`config.mk`:
```
export PLATFORM = sky130hd
export DESIGN_NAME = vram_fetch_arbiter
export DESIGN_NICKNAME = d
export VERILOG_FILES = /design/src/rtl/vram_fetch_arbiter.sv
export SDC_FILE = /design/constraint.sdc
export NUM_CORES = 1
export LEC_CHECK = 0
export ABC_AREA = 0
export CORE_ASPECT_RATIO = 0.9
export CORE_MARGIN = 4
export CORE_UTILIZATION = 53
export CTS_CLUSTER_DIAMETER = 80
export DETAILED_ROUTE_END_ITERATION = 7
export GPL_TIMING_DRIVEN = 0
export PLACE_DENSITY = 0.91
export REMOVE_ABC_BUFFERS = 1
export SLEW_MARGIN = 25
export SYNTH_ARGS = -nofsm -noshare
export SYNTH_HDL_FRONTEND = slang
export SYNTH_SLANG_ARGS = --single-unit
```
`constraint.sdc`:
```
create_clock -name clkPixel -period 7.4 [get_ports clkPixel]
set_input_delay 1.48 -clock clkPixel [delete_from_list [all_inputs] [get_ports clkPixel]]
set_output_delay 1.48 -clock clkPixel [all_outputs]
set_load 0.02 [all_outputs]
```
`src/rtl/vram_fetch_arbiter.sv`:
```
// vram_fetch_arbiter
//   Shares one synchronous single-port VRAM between the display line fetcher
//   and a CPU requester. A qualified hsync trigger bursts FETCH_WORDS words of
//   line nextVPos into the bank of a double-buffered line buffer. The CPU is
//   served in all other cycles through a req/ack handshake. Each CPU access
//   takes three cycles: CMD, WAIT, ACK.
//
// Ports
//   clkPixel, resetN      : pixel clock; asynchronous active-low reset
//   hsyncStarting         : one-cycle fetch trigger
//   nextFrameActive       : qualifies the trigger (next line visible)
//   nextVPos              : display line to fetch
//   cpuReq/cpuWe/cpuAddr/cpuWData : CPU request, held until cpuAck
//   cpuAck/cpuRData       : completion pulse; read data, held until next read
//   memAddr/memRe/memWe/memWData  : registered VRAM command
//   memRData              : VRAM read data, one cycle after memRe is sampled
//   lbWe/lbAddr/lbWData/lbBank    : line-buffer write port and bank being filled
//   fetchBusy             : fetch in progress
//   fetchOverrun          : one-cycle pulse when a trigger is dropped

module vram_fetch_arbiter #(
  parameter int FETCH_WORDS = 160,
  parameter int LINE_STRIDE = 160,
  parameter int ADDR_WIDTH  = 16,
  parameter int DATA_WIDTH  = 16
) (
  input  logic                  clkPixel,
  input  logic                  resetN,
  input  logic                  hsyncStarting,
  input  logic                  nextFrameActive,
  input  logic [9:0]            nextVPos,
  input  logic                  cpuReq,
  input  logic                  cpuWe,
  input  logic [ADDR_WIDTH-1:0] cpuAddr,
  input  logic [DATA_WIDTH-1:0] cpuWData,
  output logic                  cpuAck,
  output logic [DATA_WIDTH-1:0] cpuRData,
  output logic [ADDR_WIDTH-1:0] memAddr,
  output logic                  memRe,
  output logic                  memWe,
  output logic [DATA_WIDTH-1:0] memWData,
  input  logic [DATA_WIDTH-1:0] memRData,
  output logic                  lbWe,
  output logic [7:0]            lbAddr,
  output logic [DATA_WIDTH-1:0] lbWData,
  output logic                  lbBank,
  output logic                  fetchBusy,
  output logic                  fetchOverrun
);

  typedef enum logic [2:0] {
    S_IDLE,
    S_FETCH,
    S_DRAIN,
    S_CPU_CMD,
    S_CPU_WAIT,
    S_CPU_ACK
  } state_t;

  localparam logic [7:0] LAST_WORD = 8'(FETCH_WORDS - 1);

  state_t r_state;
  state_t w_state_next;

  // Registered outputs and internal state
  logic [ADDR_WIDTH-1:0] r_mem_addr;
  logic                  r_mem_re;
  logic                  r_mem_we;
  logic [DATA_WIDTH-1:0] r_mem_wdata;
  logic [7:0]            r_word;
  logic                  r_cpu_rd;
  logic                  r_cpu_ack;
  logic [DATA_WIDTH-1:0] r_cpu_rdata;
  logic                  r_fetch_busy;
  logic                  r_lb_bank;
  logic                  r_overrun;
  logic                  r_trig_pend;
  logic [9:0]            r_pend_vpos;
  logic                  r_rd_vld;
  logic [7:0]            r_rd_idx;
  logic                  r_lb_we;
  logic [7:0]            r_lb_addr;
  logic [DATA_WIDTH-1:0] r_lb_wdata;

  // Next values from the output process
  logic [ADDR_WIDTH-1:0] w_mem_addr_next;
  logic                  w_mem_re_next;
  logic                  w_mem_we_next;
  logic [DATA_WIDTH-1:0] w_mem_wdata_next;
  logic [7:0]            w_word_next;
  logic                  w_cpu_rd_next;
  logic                  w_cpu_ack_next;
  logic [DATA_WIDTH-1:0] w_cpu_rdata_next;

  logic                  w_trig;
  logic                  w_in_fetch;
  logic                  w_in_cpu;
  logic                  w_start_fetch;
  logic                  w_start_cpu;
  logic                  w_last_issue;
  logic [9:0]            w_vpos_sel;
  logic [ADDR_WIDTH-1:0] w_base;

  assign w_trig        = hsyncStarting & nextFrameActive;
  assign w_in_fetch    = (r_state == S_FETCH) || (r_state == S_DRAIN);
  assign w_in_cpu      = (r_state == S_CPU_CMD) || (r_state == S_CPU_WAIT) ||
                         (r_state == S_CPU_ACK);
  // A trigger latched during a CPU access beats both a new trigger and cpuReq.
  assign w_start_fetch = (r_state == S_IDLE) && (r_trig_pend || w_trig);
  assign w_start_cpu   = (r_state == S_IDLE) && !r_trig_pend && !w_trig && cpuReq;
  assign w_last_issue  = (r_state == S_FETCH) && (r_word == LAST_WORD);
  assign w_vpos_sel    = r_trig_pend ? r_pend_vpos : nextVPos;
  // Product truncated to the address width. The base is carried in
  // r_mem_addr, which then steps by one per issued word.
  assign w_base        = ADDR_WIDTH'(w_vpos_sel) * ADDR_WIDTH'(LINE_STRIDE);

  // State register
  always_ff @(posedge clkPixel or negedge resetN) begin
    if (!resetN) begin
      r_state <= S_IDLE;
    end else begin
      r_state <= w_state_next;
    end
  end

  // Next-state logic
  always_comb begin
    w_state_next = r_state;
    case (r_state)
      S_IDLE: begin
        if (w_start_fetch) begin
          w_state_next = S_FETCH;
        end else if (w_start_cpu) begin
          w_state_next = S_CPU_CMD;
        end
      end
      S_FETCH:    if (w_last_issue) w_state_next = S_DRAIN;
      // Stay until the last read word has reached the line-buffer stage.
      S_DRAIN:    if (!r_rd_vld) w_state_next = S_IDLE;
      S_CPU_CMD:  w_state_next = S_CPU_WAIT;
      S_CPU_WAIT: w_state_next = S_CPU_ACK;
      S_CPU_ACK:  w_state_next = S_IDLE;
      default:    w_state_next = S_IDLE;
    endcase
  end

  // Output logic: next values of the registered VRAM command and CPU response
  always_comb begin
    w_mem_addr_next  = r_mem_addr;
    w_mem_re_next    = 1'b0;
    w_mem_we_next    = 1'b0;
    w_mem_wdata_next = r_mem_wdata;
    w_word_next      = r_word;
    w_cpu_rd_next    = r_cpu_rd;
    w_cpu_ack_next   = 1'b0;
    w_cpu_rdata_next = r_cpu_rdata;
    case (r_state)
      S_IDLE: begin
        if (w_start_fetch) begin
          w_mem_addr_next = w_base;
          w_mem_re_next   = 1'b1;
          w_word_next     = 8'd0;
        end else if (w_start_cpu) begin
          w_mem_addr_next  = cpuAddr;
          w_mem_we_next    = cpuWe;
          w_mem_re_next    = ~cpuWe;
          w_mem_wdata_next = cpuWData;
          w_cpu_rd_next    = ~cpuWe;
        end
      end
      S_FETCH: begin
        if (!w_last_issue) begin
          w_mem_addr_next = r_mem_addr + ADDR_WIDTH'(1);
          w_mem_re_next   = 1'b1;
          w_word_next     = r_word + 8'd1;
        end
      end
      S_CPU_WAIT: begin
        // memRData is valid in this cycle for the command issued in CPU_CMD.
        w_cpu_ack_next = 1'b1;
        if (r_cpu_rd) w_cpu_rdata_next = memRData;
      end
      default: ;
    endcase
  end

  // Datapath registers
  always_ff @(posedge clkPixel or negedge resetN) begin
    if (!resetN) begin
      r_mem_addr   <= '0;
      r_mem_re     <= 1'b0;
      r_mem_we     <= 1'b0;
      r_mem_wdata  <= '0;
      r_word       <= 8'd0;
      r_cpu_rd     <= 1'b0;
      r_cpu_ack    <= 1'b0;
      r_cpu_rdata  <= '0;
      r_fetch_busy <= 1'b0;
      r_lb_bank    <= 1'b0;
      r_overrun    <= 1'b0;
      r_trig_pend  <= 1'b0;
      r_pend_vpos  <= 10'd0;
      r_rd_vld     <= 1'b0;
      r_rd_idx     <= 8'd0;
      r_lb_we      <= 1'b0;
      r_lb_addr    <= 8'd0;
      r_lb_wdata   <= '0;
    end else begin
      r_mem_addr   <= w_mem_addr_next;
      r_mem_re     <= w_mem_re_next;
      r_mem_we     <= w_mem_we_next;
      r_mem_wdata  <= w_mem_wdata_next;
      r_word       <= w_word_next;
      r_cpu_rd     <= w_cpu_rd_next;
      r_cpu_ack    <= w_cpu_ack_next;
      r_cpu_rdata  <= w_cpu_rdata_next;
      r_fetch_busy <= (w_state_next == S_FETCH) || (w_state_next == S_DRAIN);
      r_lb_bank    <= r_lb_bank ^ w_start_fetch;
      // A trigger is dropped while fetching, or when one is already waiting.
      r_overrun    <= w_trig & (w_in_fetch | r_trig_pend);

      if (w_start_fetch) begin
        r_trig_pend <= 1'b0;
      end else if (w_in_cpu && w_trig && !r_trig_pend) begin
        r_trig_pend <= 1'b1;
        r_pend_vpos <= nextVPos;
      end

      // Two-stage line-buffer pipe: the read issued in cycle i returns in
      // cycle i+1 and is written to the line buffer in cycle i+2.
      r_rd_vld <= (r_state == S_FETCH);
      r_rd_idx <= r_word;
      r_lb_we  <= r_rd_vld;
      if (r_rd_vld) begin
        r_lb_addr  <= r_rd_idx;
        r_lb_wdata <= memRData;
      end
    end
  end

  assign cpuAck       = r_cpu_ack;
  assign cpuRData     = r_cpu_rdata;
  assign memAddr      = r_mem_addr;
  assign memRe        = r_mem_re;
  assign memWe        = r_mem_we;
  assign memWData     = r_mem_wdata;
  assign lbWe         = r_lb_we;
  assign lbAddr       = r_lb_addr;
  assign lbWData      = r_lb_wdata;
  assign lbBank       = r_lb_bank;
  assign fetchBusy    = r_fetch_busy;
  assign fetchOverrun = r_overrun;

endmodule

```
* Word level (Yosys, flattened, before mapping)
Cells that the tools add are included.
** Word-level totals
- Latch bits :: 0
- Output and inout port bits :: 79
- RAM bits :: 0
- Memories :: 0
- Bits in registers :: 111
- Bits in read-only memories :: 0
- Word-level logic and storage cells :: 84
- Input port bits :: 64
** Cells by class
- Divide/modulo/power cells :: 0
- Shift operators :: 0
- Magnitude comparators :: 0
- Reduce and logical (&&, ||, !) cells :: 22
- Bitwise logic cells :: 6
- $add $sub $neg :: 2
- Multiplexer cells :: 23
- Equality and inequality tests :: 11
- $mul :: 1
** Operators with widths (count)
- $mux W16 :: 3
- $pmux W16 S2 :: 1
- $add A16 B1 Y16 const B :: 1
- $mux W8 :: 2
- $pmux W8 S2 :: 1
- $pmux W3 S5 :: 1
- $mux W3 :: 4
- $mul A10 B3 Y11 const B :: 1
- $mux W10 :: 1
- $eq A3 B2 Y1 const B :: 3
- $mux W1 :: 9
- $reduce_and A3 Y1 :: 3
- $add A8 B1 Y8 const B :: 1
- $eq A8 B8 Y1 const B :: 1
- $logic_and A1 B1 Y1 :: 7
- $eq A3 B1 Y1 const B :: 2
- $eq A3 B3 Y1 const B :: 2
- $logic_or A1 B1 Y1 :: 5
- $ne A2 B2 Y1 const B :: 2
- $reduce_and A2 Y1 :: 2
- $reduce_bool A2 Y1 :: 2
- $logic_not A3 Y1 :: 1
- $ne A3 B3 Y1 const B :: 1
- $and A1 B1 Y1 :: 2
- 5 further kinds :: 7

* Logic depth before layout (Yosys ltp)
Gate-level depths: netlist (run 1).
- Depth after elaboration :: 9
- Depth in mapped cells :: 13
- Gate-level depth less buffers :: 11

* Worst setup path after synthesis (run 1)
OpenSTA, ideal clock, no wires.
- Path kind :: input -> register
- From :: input port nextVPos[7]
- To :: register r_mem_addr[15], in the netlist memAddr[15]
- Stages :: 9
- Library setup time :: 0.134 ns
- Arrival time :: 3.395 ns
- Required time :: 7.266 ns
- Path buffers :: 0
- Path slack :: 3.871 ns
- Cells stage by stage :: mux2_2 -> ha_1 -> ha_1 -> and3_1 -> a221o_1 -> nor3_1 -> nor2_1 -> o32ai_1 -> o22ai_1
** On the way
- Word-level cells in the longest chain between the ends :: 4
** Ends and longest elaborated chain
- from (decl) :: line 31 : input logic [9:0] nextVPos,
- $mux W10 :: line 112 : assign w_vpos_sel = r_trig_pend ? r_pend_vpos : nextVPos;
- $mul A10 B3 Y11 :: line 115 : assign w_base = ADDR_WIDTH'(w_vpos_sel) * ADDR_WIDTH'(LINE_STRIDE);
- $mux W16 :: line 159 : if (w_start_fetch) begin
- $pmux W16 S2 :: line 157 : case (r_state)
- to (signal assigned) :: line 209 : r_mem_addr <= w_mem_addr_next;
- to (decl) :: line 66 : logic [ADDR_WIDTH-1:0] r_mem_addr;
No other way between the ends.
A chain may end at the register's enable or synchronous reset.

* Worst setup path in the final report (run 1)
Same ends and word-level chain as after synthesis.

==> metrics.md, run 1 <==
| Metric | Value |
|---|---|
| WL final | roughly 13000 µm |
| Core Rows | 34 |
| Drt pass-1 iters | 4 |
| DPL Wire Length | 9180 µm |
| Worst r2r path cells | 11 |
| Slowest CP cell | clkdlybuf4s50_1 |
| Clk slew on worst S/H paths | roughly 0.070 ns |
| Filler Cell Count | roughly 670 |
| Netlist cell types | 64 |
| Syn_area_per_cell | ~12 µm² |
| Total CTS buffers | 9 |
| Most frequent CP cell | ha_1 |
| DIE HEIGHT | between 100 and 150 µm |
| Design area | about 7100 µm² |
| Area after DPL | 6860 µm² |
| Initial DRC Count | around 210 |
| Async S/R FF share, synth | between 90% and 100% |
| Hold/Removal Path Class | reg2reg |
| RePlAce Congestion | between 0.8 and 0.9 |
| # DRC | 0 |
| Reg area | between 2000 and 3000 µm² |
| Crit-path cells | clkdlybuf4s50_1, mux2_2, ha_1, ha_1, and3_1, a221o_1, nor3_1, nor2_1, o32ai_1, o22ai_1 |
| GR Util met1 | between 20% and 30% |
| Delay-heaviest family, CP | compound AO/OA/AOI/OAI gates |
| Mapped Cells | around 450 |
| Min Tclk post-route | a little under 4 ns |
| Final Cycle Share | a little over half |
| Critical R2R Launch | r_trig_pend |
| Fin. max-slew vios | 0 |
| First-pass GRT wire length | around 21000 µm |
| Crit path buf inv count | 1 |
| Outcome | finished, final reports clean |
| Worst slew margin | between 30% and 40% |
| Met2 Track Usage GR | 37.8% |
| Worst reg2reg path endpoint | memAddr[14] |
| RSZ-0062 raised after global routing | no |
| Fmax | 259 MHz |
| Leak | roughly 3 nW |
| Max-cap violations | 0 |
| Setup Skew | 0.00868 ns |
| Port Buffers | 142 |
| Antenna Cells | 0 |
| CP Launch Type | primary input |
| CTS tree | yes |
| Worst Path Arrival | 4.08 ns |
| EDFF count, synth | 0 |
| Cell area after synthesis | between 5000 and 6000 µm² |
| # setup viols final | 0 |
| Min-Delay Endpoint | r_rd_idx[7] |
| Met3 GRT Util | about 4.6% |
| Hold_buf cts | 0 |
| GR Util All Layers | between 20 and 25% |
| Layout cells sized above 1 | a little under a fifth |
| Critical Path RT | between 7 and 8 ns |
| CP Max Fanout | 5 |
| Area growth from synthesis to layout | 33.0% |
| Footprint of the multi-input gates | 2450 µm² |
| Max Root-Sink Buffers | 2 |
| PwrDens | approximately 450 nW/µm² |
| Largest net degree at the start of global routing | 78 |
| Slew @ Worst Pin | roughly 0.93 ns |
| Final core occ | around three quarters |
| Sequential fraction of the synthesis area | between 50% and 60% |
| Via density | 5.77 |
| Core area | 9780 µm² |
| Largest stage delay on the critical path | 0.44 ns |
| Vias in the first global route | about 4.2k |
| Setup CP Type | in2reg |
| Max H-tree Level | 3 |
| Final net count | 660 |
| CTS root buffer | clkbuf_16 |
| Die X-Extent | about 110 µm |
| Final Hold Fails | 0 |
| Gr busiest metal | met2 |
| Worst-skew pair later-pin latency | about 0.35 ns |
| Initial antenna violation count | 0 |
| Peak VDD IR | around 0.00025 V |
| Synth Register Bits | 111 |
| Setup TNS Final | 0 ns |
| # Post-CTS Setup Buffers | 0 |
| Critical path endpoint category | register |
| Main synth FF type | dfrtp_1 |
| Cts repair resizes | 0 |
| Drt wl/cell | about 18 µm |
| DRT antenna net count | 0 |
| Initial Util | 54.9% |
| Clock sink count | 111 |
| Ys Warns | 0 |
| Hold wc startpoint | r_word[7] |
| Die area | between 10000 and 15000 µm² |
| Overall power | between 3 and 4 mW |
| Total global routing overflow | 0 |
| R2r setup slk | around 4.2 ns |
| Worst hold path depth | 0 |
| Via count | 4084 |
| Io pins | 143 |
-- sequential cells by signal, indices dropped and copies added, names as in the netlist --
| signal | cells |
|---|---|
| r_pend_vpos | 10 |
| r_rd_vld | 1 |
| fetchBusy | 1 |
| r_word | 8 |
| r_state | 3 |
| r_rd_idx | 8 |
| cpuAck | 1 |
| memWData | 16 |
| cpuRData | 16 |
| memRe | 1 |
| memAddr | 16 |
| r_cpu_rd | 1 |
| lbBank | 1 |
| memWe | 1 |
| lbAddr | 8 |
| lbWData | 16 |
| lbWe | 1 |
| r_trig_pend | 1 |
| fetchOverrun | 1 |
-- cell families after synthesis --
logic type | count (synthesis) | share of synthesized area (%)
simple gates | 129 | 13.3
flops | 111 | 51.7
mux | 76 | 16.6
compound gates | 72 | 9.34
buf+inv | 29 | 2.86
fa+ha+maj | 18 | 4.33
xor+xnor | 11 | 1.79
-- cell usage in the layout (no fill, tap or decap), types with 10 or more instances in the layout --
cell	count
mux2_2	55
dfrtp_1	110
nand3_1	14
ha_1	17
nand2_1	35
clkdlybuf4s50_1	141
a21oi_1	20
o21ai_0	11
mux2_4	10
nor2_1	30
mux2_1	11
-- synthesized netlist by cell type (all sizes together), types with 3 or more instances --
master / instances / share of area [%]
a211oi: 5 / 1.1
a21oi: 22 / 2.3
a31oi: 7 / 0.82
a41oi: 3 / 0.63
and3: 5 / 0.58
buf: 17 / 2.0
clkbuf: 6 / 0.42
dfrtp: 111 / 52
ha: 17 / 4.0
inv: 6 / 0.42
mux2: 76 / 17
nand2: 36 / 2.5
nand3: 15 / 1.5
nand3b: 3 / 0.42
nand4: 6 / 0.70
nor2: 30 / 2.1
nor2b: 3 / 0.40
nor3: 12 / 1.5
nor3b: 3 / 0.61
nor4: 4 / 0.75
o21ai: 17 / 1.6
o22ai: 4 / 0.47
xnor2: 7 / 1.1
xor2: 4 / 0.65
-- final cells by class --
class / instances / share of cell area [%]
timing repair buffer: 144 / 20.4
sequential: 111 / 38.9
multi-input combinational: 306 / 34.3
tap: 126 / 2.21
inverter: 6 / 0.315
clock inverter: 6 / 0.736
clock buffer: 9 / 3.15
-- worst max-delay path by stage --
stage	startpoint	end	slack [ns]	cells after the start
after CTS	nextVPos[7]	memAddr[15]	3.59	10
after global routing	nextVPos[1]	memAddr[14]	3.40	12
final	nextVPos[7]	memAddr[15]	3.54	10
after floorplan	nextVPos[7]	memAddr[15]	3.87	9
after global placement	resetN	memWData[15]	0.86	1
after detailed placement	nextVPos[7]	memAddr[15]	3.23	10
-- per-layer routing --
metal / share of wire (%) / vias up
met2: 51 / 172
met1: 40 / 2007
met4: 2.0 / 0
met5: 0 / -
li1: - / 1879
met3: 7.1 / 26
-- power by group --
group          total (mW)  switching (mW)  leakage [nW]  internal [mW]
sequential           1.12           0.247          1.37          0.873
combinational        1.65           0.854          1.52          0.795
clock               0.466           0.233         0.131          0.233
total                3.23            1.33          3.02           1.90
-- metrics by stage --
step	hold WS [ns]	cells	worst slack, ns
final	0.424	708	3.54
after global routing	0.438	708	3.40
after CTS	0.424	707	3.59
after detailed placement	0.409	692	3.23
after global placement	0.403	691	0.863
after floorplan	0.384	423	3.87
Power figures use the tool's default switching activity.
==> run 2: changes to the inputs <==
--- a/config.mk
+++ b/config.mk
@@ -8,11 +8,11 @@
 export ABC_AREA = 0
 export CORE_ASPECT_RATIO = 0.9
 export CORE_MARGIN = 4
-export CORE_UTILIZATION = 53
+export CORE_UTILIZATION = 44
 export CTS_CLUSTER_DIAMETER = 80
 export DETAILED_ROUTE_END_ITERATION = 7
 export GPL_TIMING_DRIVEN = 0
-export PLACE_DENSITY = 0.91
+export PLACE_DENSITY = 0.82
 export REMOVE_ABC_BUFFERS = 1
 export SLEW_MARGIN = 25
 export SYNTH_ARGS = -nofsm -noshare
==> constraint.sdc (replaced) <==
create_clock -name clkPixel -period 3.3 [get_ports clkPixel]
set_input_delay 0.66 -clock clkPixel [delete_from_list [all_inputs] [get_ports clkPixel]]
set_output_delay 0.66 -clock clkPixel [all_outputs]
set_load 0.02 [all_outputs]
==> run 2 against run 1 <==
Non-clock buffer count is the same. Sequential power grew 120%. Via count shrank 1.9%. Cell count grew 4.9%. Sequential share of layout area shrank 0.39 points. Sequential cell count is the same. Register-to-register slack lost 3.9 ns. Utilization shrank 13 points. Global-route usage shrank 3.5 points. Critical path depth grew 1. Clock skew shrank 0.0011 ns. Critical path type unchanged. Critical endpoint is now memAddr[12]. Largest cell class unchanged. Largest power group unchanged.
==> metrics.md, run 2 (synthesis results as in run 1) <==
| Metric | Value |
|---|---|
| Clk slew on worst S/H paths | 0.07 ns (about the same) |
| Sequential share of power | 34.5% (about the same) |
| Layout cells sized above 1 | 18.4% (+0.14 points) |
| Fin. max-slew vios | 0 (unchanged) |
| Most frequent CP cell | ha_1 |
| Hold/Removal Path Class | in2async |
| Leak | 3.04 nW (+0.56%) |
| Most common cell after layout, fill and taps aside | clkdlybuf4s50_1 |
| Worst-skew pair later-pin latency | 0.35 ns (about the same) |
| Final net count | 660 (unchanged) |
| GR Util All Layers | 18.4% (-3.5 points) |
| Setup CP Type | in2reg |
| Hold_buf cts | 0 (unchanged) |
| Inst Count DP | 726 (+4.9%) |
| Footprint of the multi-input gates | 2450 µm² (-0.10%) |
| WL final | 12600 µm (-1.8%) |
| PwrDens | 1010 nW/µm² (+120%) |
| Reg area | 2780 µm² (about the same) |
| Port Buffers | 142 (unchanged) |
| Die X-Extent | 124 µm (+9.1%) |
| Design area | 7220 µm² (+1.1%) |
| Final Hold Fails | 0 (unchanged) |
| Cell depth of the worst setup path | 11 (+1) |
| R2r setup slk | 0.32 ns (-3.91 ns) |
| Filler Cell Count | 1021 (+52%) |
| Clock share of power | 15.3% (+0.9 points) |
| Final core occ | 60.2% (-13 points) |
| Slew @ Worst Pin | 0.987 ns (+0.0595 ns) |
| Largest net degree at the start of global routing | 58 (-26%) |
| Largest stage delay on the critical path | 0.44 ns (about the same) |
| Most frequent cells in the layout | clkdlybuf4s50_1 (141), dfrtp_1 (109), mux2_2 (55) |
| Setup TNS Final | 0 ns (unchanged) |
| # DRC | 0 (unchanged) |
| Max Root-Sink Buffers | 2 (unchanged) |
| Io pins | 143 (unchanged) |
| Final Cycle Share | 91.9% |
| Worst reg2reg path endpoint | memAddr[12] |
| Total global routing overflow | 0 (unchanged) |
| Total CTS buffers | 9 (unchanged) |
| Crit-path cells | clkdlybuf4s50_1, mux2_2, ha_1, ha_1, inv_1, fa_1, nor2b_1, o21ai_0, a21oi_1, o22ai_1, nor3_1 |
| Worst r2r path cells | 10 (-1) |
| RSZ-0062 raised after global routing | no |
| Worst slew margin | 34.0% (-4.0 points) |
| Worst Path Arrival | 3.28 ns (-0.80 ns) |
| Slowest CP cell | clkdlybuf4s50_1 |
| Gate power share | 50.3% (-0.7 points) |
| Clock sink count | 111 (unchanged) |
| Initial Util | 44.8% (-10 points) |
| Switching Fraction | 40.2% (-1.0 points) |
| DRT antenna net count | 0 (unchanged) |
| Drt pass-1 iters | 4 (unchanged) |
| Crit path capture | memAddr[12] |
| Internal cell power | 4.36 mW (+130%) |
| Setup Skew | 0.00759 ns (-0.00109 ns) |
| Die area | 14000 µm² (+19%) |
| Crit path buf inv count | 2 (+1) |
| Antenna Cells | 0 (unchanged) |
| Delay-heaviest family, CP | adder cells |
| RePlAce Congestion | 0.833 (-6.1%) |
| First-pass GRT wire length | 21100 µm (+0.36%) |
| CP Launch Type | primary input |
| Core Rows | 38 (+12%) |
| CP Max Fanout | 3 (-2) |
| Max-cap violations | 0 (unchanged) |
| CTS tree | yes |
| # setup viols final | 0 (unchanged) |
| Peak VDD IR | 0.000388 V (+55%) |
| CTS root buffer | clkbuf_16 |
| Hold slack | 0.268 ns (-0.156 ns) |
| Critical R2R Launch | r_trig_pend |
| Initial DRC Count | 297 (+45%) |
| Outcome | finished, final reports clean |
| Max H-tree Level | 3 (unchanged) |
| Drt wl/cell | 16.9 µm (-6.4%) |
| Crit path from | nextVPos[3] |
| Initial antenna violation count | 0 (unchanged) |
| DPL Wire Length | 9270 µm (+1.0%) |
| Min Tclk post-route | just over 3 ns |
| Via density | 5.39 (-6.6%) |
| Area after DPL | 6900 µm² (+0.62%) |
| Vias in the first global route | 4160 (-1.6%) |
| Switching power | 2.93 mW (+120%) |
| Critical path endpoint category | register |
| DIE HEIGHT | 113 µm (+9.0%) |
| Layout Cells excl Fill | 743 (+4.9%) |
| Fmax | 330 MHz |
| Area growth from synthesis to layout | 34.4% |
| Critical Path RT | 3.55 ns (-4.07 ns) |
| Via count | 4005 (-1.9%) |
| Core area | 12000 µm² (+22%) |
run 2: final cells by class:
type | count | area share (%)
Clock inverter | 6 | 0.953
Inverter | 6 | 0.312
Multi-Input combinational cell | 306 | 33.9
Clock buffer | 10 | 3.31
Timing Repair Buffer | 144 | 20.2
Tap cell | 160 | 2.77
Sequential cell | 111 | 38.5
run 2: worst min-delay path by stage:
| stage | from | to | slack [ns] | depth (start not counted) |
|---|---|---|---|---|
| 6_report | resetN | cpuRData[10] | 0.27 | 1 |
| 5_1_grt | resetN | cpuRData[10] | 0.30 | 1 |
| 4_1_cts | resetN | cpuRData[10] | 0.28 | 1 |
| 3_5_place_dp | r_word[7] | r_rd_idx[7] | 0.40 | 0 |
| 3_3_place_gp | r_word[7] | r_rd_idx[7] | 0.40 | 0 |
| 2_1_floorplan | resetN | cpuAck | 0.36 | 0 |
run 2: worst register-to-register path, stage by stage, from the launching register on:
cell and delay [ns]:
dfrtp_2 0.58, mux2_2 0.42, ha_1 0.30, ha_1 0.18, inv_1 0.06, fa_1 0.38, nor2b_1 0.29, o21ai_0 0.13
a21oi_1 0.21, o22ai_1 0.12, nor3_1 0.20
run 2: metrics by stage:
stage	worst slack (ns)	power, mW
detailed placement	-0.0797	6.20
global placement	-2.42	6.04
CTS	0.144	7.33
global route	0.117	7.78
finish	0.268	7.29
floorplan	0.492	4.66
run 2: power by group through the flow:
stage          clock [mW]  combinational (mW)  sequential, mW
5_1_grt              1.20                3.98            2.60
2_1_floorplan           0                1.72            2.95
3_3_place_gp            0                3.56            2.48
3_5_place_dp            0                3.67            2.53
4_1_cts              1.14                3.68            2.51
6_report             1.11                3.66            2.51
run 2: layer usage:
layer | wire, µm | vias up | global-route usage, %
met5 | 0 | - | 0
met4 | 209 | 0 | 5.77
met3 | 575 | 20 | 3.82
met1 | 5480 | 1979 | 23.9
met2 | 6290 | 122 | 31.3
li1 | - | 1884 | -
run 2: repair_timing:
action                                  CTS  global route
buffers inserted                          0             0
endpoints found under the setup margin    0             2
gates resized for setup                   0             1
